`src/rtl/shift_normalizer.sv`:
```
// Iterative one-bit-per-cycle normalizer: left (CLZ) or right (CTZ) with shift count.
// Latency 1 cycle for a zero operand, else 2+count; result is held in DONE until out_ready.
module shift_normalizer (
  input  logic        clk,
  input  logic        reset,
  input  logic        in_valid,
  output logic        in_ready,
  input  logic [31:0] in,
  input  logic        mode,
  input  logic        cancel,
  output logic        out_valid,
  input  logic        out_ready,
  output logic [31:0] out,
  output logic [5:0]  count,
  output logic        zero
);

  typedef enum logic [1:0] {IDLE, SHIFT, DONE} state_t;

  state_t state;
  logic   dir;
  logic   test_bit;

  assign in_ready  = (state == IDLE);
  assign out_valid = (state == DONE);

  // The working register doubles as the registered out port.
  assign test_bit = dir ? out[0] : out[31];

  always_ff @(posedge clk or posedge reset) begin
    if (reset) begin
      state <= IDLE;
      out   <= 32'd0;
      count <= 6'd0;
      zero  <= 1'b0;
      dir   <= 1'b0;
    end else if (cancel) begin
      state <= IDLE;
      out   <= 32'd0;
      count <= 6'd0;
      zero  <= 1'b0;
    end else begin
      case (state)
        IDLE: begin
          if (in_valid) begin
            dir <= mode;
            if (in == 32'd0) begin
              out   <= 32'd0;
              count <= 6'd32;
              zero  <= 1'b1;
              state <= DONE;
            end else begin
              out   <= in;
              count <= 6'd0;
              zero  <= 1'b0;
              state <= SHIFT;
            end
          end
        end
        SHIFT: begin
          // A nonzero operand reaches its test bit after at most 31 shifts.
          if (test_bit) begin
            state <= DONE;
          end else begin
            out   <= dir ? (out >> 1) : (out << 1);
            count <= count + 6'd1;
          end
        end
        DONE: begin
          if (out_ready) state <= IDLE;
        end
        default: state <= IDLE;
      endcase
    end
  end

endmodule
```
`config.mk`:
```
export PLATFORM = sky130hd
export DESIGN_NAME = shift_normalizer
export DESIGN_NICKNAME = d
export VERILOG_FILES = /design/src/rtl/shift_normalizer.sv
export SDC_FILE = /design/constraint.sdc
export NUM_CORES = 1
export LEC_CHECK = 0
export CELL_PAD_IN_SITES_DETAIL_PLACEMENT = 1
export CELL_PAD_IN_SITES_GLOBAL_PLACEMENT = 1
export CORE_MARGIN = 2
export CORE_UTILIZATION = 31
export DETAILED_ROUTE_END_ITERATION = 10
export PLACE_DENSITY_LB_ADDON = 0.1
export SETUP_SLACK_MARGIN = 0.4
export SYNTH_ARGS = -nofsm -noshare
export SYNTH_HDL_FRONTEND = slang
export SYNTH_SLANG_ARGS = --single-unit
export TNS_END_PERCENT = 30
```
`constraint.sdc`:
```
create_clock -name clk -period 1.7 [get_ports clk]
set_input_delay 0.34 -clock clk [delete_from_list [all_inputs] [get_ports clk]]
set_output_delay 0.34 -clock clk [all_outputs]
set_load 0.05 [all_outputs]
```
After elaboration in Yosys (flattened, before gate mapping)
Index checks and enable logic that the tools add are counted.
- output and inout bits: 41
- logic and storage cells: 44
- flip-flop bits (word level): 42
- mux-type cells: 22
- equality and inequality tests: 6
- reductions and logical operators: 9
- add/subtract/negate cells: 1
- bitwise logic cells: 1
- operators by type and width (kind ; count):
    two-way mux 32 bit ; 5
    case mux 32 bit (2 select lines) ; 1
    zero test 32 bit ; 1
    two-way mux 6 bit ; 4
    case mux 6 bit (2 select lines) ; 1
    two-way mux 2 bit ; 5
    AND reduction 3 bit ; 3
    adder 6 x 1 -> 6 bit (second input constant) ; 1
    != test 3 x 2 -> 1 bit (second input constant) ; 2
    != test 3 bit (second input constant) ; 2
    case mux 2 bit (3 select lines) ; 1
    two-way mux 1 bit ; 5
    nonzero test 2 bit ; 2
    nonzero test 3 bit ; 1
    equality test 2 x 1 -> 1 bit (second input constant) ; 1
    equality test 2 bit (second input constant) ; 1
    zero test 2 bit ; 1
    AND reduction 2 bit ; 1
    inverter 1 bit ; 1

Longest topological paths before layout
- word-level depth: 5
- mapped depth: 7

Least setup slack after synthesis
Ideal clock, no wire load.
- path type: flip-flop to flip-flop
- from: register out[31]
- to: register count[5]
- library setup time: 0.131 ns
- cell stages (with the launch flop): 6
- setup slack: -0.251 ns
- path buffers: 1
- clock period less this slack: 1.951 ns
- arrival time: 1.820 ns
- path through: dfrtp_1 mux2i_2 a211oi_2 buf_2 nor4_1 or3_1
- cells in the longest elaborated chain, start to end: 3
- RTL lines (element ; line ; source):
    from (decl) ; 13 ; output logic [31:0] out,
    from (signal assigned) ; 53 ; out <= in;
    from (signal assigned) ; 65 ; out <= dir ? (out >> 1) : (out << 1);
    two-way mux 1 bit ; 28 ; assign test_bit = dir ? out[0] : out[31];
    != test 3 bit (no line) ; - ;
    AND reduction 3 bit (no line) ; - ;
    to (signal assigned) ; 66 ; count <= count + 6'd1;
    to (decl) ; 14 ; output logic [5:0] count,
Every way passes these cells.
A chain may end at the register's enable or synchronous reset.

Final worst setup path
- from: register dir
- to: register out[1]
- cells in the longest elaborated chain, start to end: 4
- elaborated cells on any way between the ends: 7
- classes of those cells: eq/ne (1); mux (5); reduce/logical (1)
- RTL lines (element ; line ; source):
    from (decl) ; 21 ; logic dir;
    from (signal assigned) ; 46 ; dir <= mode;
    two-way mux 32 bit ; 65 ;
    two-way mux 32 bit ; 62 ; if (test_bit) begin
    case mux 32 bit (2 select lines) ; 43 ; case (state)
    two-way mux 32 bit ; 37 ; end else if (cancel) begin
Several ways; a longest one is shown, not always the timed one. The select of a mux whose other input is x is not followed.

==> results.md <==
* Core footprint at 7210 sq um
* RSZ-0062 raised after global routing: true
* Leakage at 0.00187 uW
* Ys async rst share at 100%
* Post-synthesis cell count at 215
* Post-CTS Hold Buffers at 0
* Die height at 90.0 um
* Clock slew at reported path FFs at 0.10 ns
* Final Cell Area at 4140 sq um
* WP data arrival at 2.00 ns
* Final core utilization at 57.3%
* Post-synth EDFFs at 0
* Reg2reg start: dir
* CP Capture Type: flip-flop
* Initial drt markers at 110
* Syn avg cell area at 10.7 sq um
* Layout cells sized above 1 at 42.7%
* Hold_sp: in[18]
* Netlist Area Pre-Place at 2290 sq um
* Port buffer count at 78
* Max-cap violation count at 0
* Critical Path Max Stage Delay at 0.45 ns
* Num CTS Buffers at 5
* Worst IR Drop VDD at 0.355 mV
* Yosys top cell area share at 45.8%
* Final wirelength at 8.67 mm
* Min cycle time layout at 1.80 ns
* Setup Total Neg Slack at -1.80 ns
* Die area at 8100 sq um
* Crit-path slowest cell: dfrtp_2
* Seq/Total Area, Yosys at 45.8%
* CTS Root Cell: clkbuf_8
* Htree depth at 2
* Worst-Skew Late Latency at 0.31 ns
* Total gr overflow at 0
* DRC at 0
* CP Class: flip-flop to flip-flop
* Logic pwr share at 44.0%
* First-pass DRT Iterations at 4
* Post-Place Setup Slack at -0.365 ns
* Vias in the first global route at 2592
* Final Skew at 0.0129 ns
* Post-DP HPWL at 5.30 mm
* Initial antenna violation count at 0
* Row count at 31
* Slew headroom at 62.6%
* Vias per cell at 5.45
* GPL Wtd Cong at 0.747
* Reg-to-reg slack, setup at -0.10 ns
* Psw at 1390 uW
* Total vias in the final route at 2431
* Clock buffer depth at 2
* Largest net degree at the start of global routing at 43
* Violated checks: setup timing
* Ys Warns at 0
* Clock Sinks at 42
* Fin worst setup slack at -0.100 ns
* Final worst path period share at 106%
* CP max FO at 6
* Achievable clock frequency at 0.555 GHz
* Register share of total power at 33.7%
* Syn Nets at 254
* Worst Hold Class: input pin to flip-flop
* # setup viols final at 33
* First-pass GRT wire length at 14.1 mm
* Worst-Margin Slew at 0.561 ns
* Sw Share at 37.7%
* Synth top area cells: dfrtp_1, a221o_1, mux2i_1, nor3_1, nor4_1
* Synth Flop Type: dfrtp_1
* I/O Pins at 79
* Die Wd at 90.0 um
* Total global-route track usage at 21.5%
* Critical Path Source: dir
* Pins Over Slew Limit at 0
* Outcome: finished, violations left
* Area leader, netlist: dfrtp_1
* Overall power at 3700 uW
* PD cells at 895 nW/um^2
* DP Area at 3480 sq um
* Final Hold Fails at 0
* Crit start category: flip-flop
* Seq cells post-synth at 42
* Power Internal at 2310 uW
* Layout Nets at 385
* WP data required at 1.90 ns
* Critical Path, Cell by Cell: mux2i_4, a211oi_4, buf_6, buf_12, buf_16, nor3_1, a221o_1
* Antenna diodes at 0
* Routed WL per cell at 19.4 um
* Area Overhead vs Synth at 80.4%
* CTS tree: built
* Clk pwr share at 22.3%
* Initial Util at 31.8%
* Post-DRT Antenna Nets at 0
* Synth cell types at 33
## power groups by stage
stage,clock [uW],combinational (uW),sequential (uW)
after floorplan,0,557,1500
after global routing,896,1710,1260
final,824,1630,1250
after global placement,0,1300,1240
after detailed placement,0,1320,1240
after CTS,849,1550,1230
## worst max-delay path, delay by kind of cell, from the launching register on
| kind | cells | cell delay, ns |
|---|---|---|
| AO/OA/AOI/OAI | 2 | 0.59 |
| flip-flops | 1 | 0.45 |
| buffers and inverters | 3 | 0.39 |
| multiplexers | 1 | 0.21 |
| AND/OR/NAND/NOR | 1 | 0.05 |
## flip-flops by register name, indices dropped and copies added (netlist names)
register,count
count,6
dir,1
out,32
state,2
zero,1
## what timing repair did
| item | CTS | global route |
|---|---|---|
| buffers inserted | 10 | 1 |
| gates cloned | 6 | 0 |
| endpoints found under the setup margin | 54 | 77 |
| pin swaps | 19 | 7 |
| gates resized for setup | 36 | 47 |
## synth_stat cells, types with 2 or more instances
| library cell | number |
|---|---|
| and3_1 | 2 |
| nand2_1 | 6 |
| xor2_1 | 3 |
| mux2i_1 | 30 |
| nor3_1 | 31 |
| nor2b_1 | 3 |
| clkbuf_1 | 12 |
| o21ai_0 | 3 |
| nand4_1 | 3 |
| a221o_1 | 32 |
| buf_2 | 7 |
| inv_1 | 2 |
| nand3_1 | 2 |
| or2_2 | 2 |
| nor2_1 | 8 |
| nor4_1 | 10 |
| nor3b_1 | 2 |
| dfrtp_1 | 42 |
## kinds of logic after synthesis
group	after synthesis	share of synthesized area, %
and+or+nand+nor	74	17.5
DFF	42	45.8
AOI/OAI and AO/OA	41	16.7
muxes	32	14.2
buffers and inverters	22	4.15
xor gates and xnor gates	3	1.15
adders and majority gates	1	0.545
## cell usage in the layout (no fill, tap or decap), types with 2 or more instances in the layout
cell	count
dlymetal6s2s_1	4
a221o_1	32
mux2i_1	30
clkbuf_8	5
buf_12	7
nor4_2	7
xor2_1	3
o21ai_2	2
clkinvlp_4	2
buf_4	56
nand2_1	5
nand3_1	2
nor4_1	3
or2_2	2
buf_6	35
nor2_1	7
nor3_2	4
nand4_1	3
buf_8	3
buf_16	6
nor3_1	26
and3_1	2
dlygate4sd2_1	4
dfrtp_2	6
nor2b_4	3
dfrtp_1	36
clkdlybuf4s50_1	29
## final cells by class
type,count,area (sq um)
Fill cell,786,3080
Inverter,2,7.51
Multi-Input combinational cell,151,1290
Sequential cell,42,1060
Clock buffer,5,68.8
Tap cell,99,124
Timing Repair Buffer,144,1540
Clock inverter,3,45.0
## metrics by stage
stage,cells,hold slack (ns)
2_1_floorplan,215,0.410
3_3_place_gp,421,0.468
3_5_place_dp,421,0.478
4_1_cts,445,0.371
5_1_grt,446,0.348
6_report,446,0.337
## routing by layer
layer	track usage, %	wire, um
met2	35.7	4400
met1	29.5	3870
met4	5.13	91
met3	3.19	310
met5	0	0
## path summary, 6_finish.rpt
kind                                 end  cells after the start
worst max-delay path              out[1]                      7
min in group asynchronous         out[2]                      3
worst max register to register    out[1]                      7
max in group asynchronous       state[1]                      3
worst min register to register      zero                      1
worst min-delay path             out[18]                      2
No activity file was read; power rests on OpenSTA's default activity.
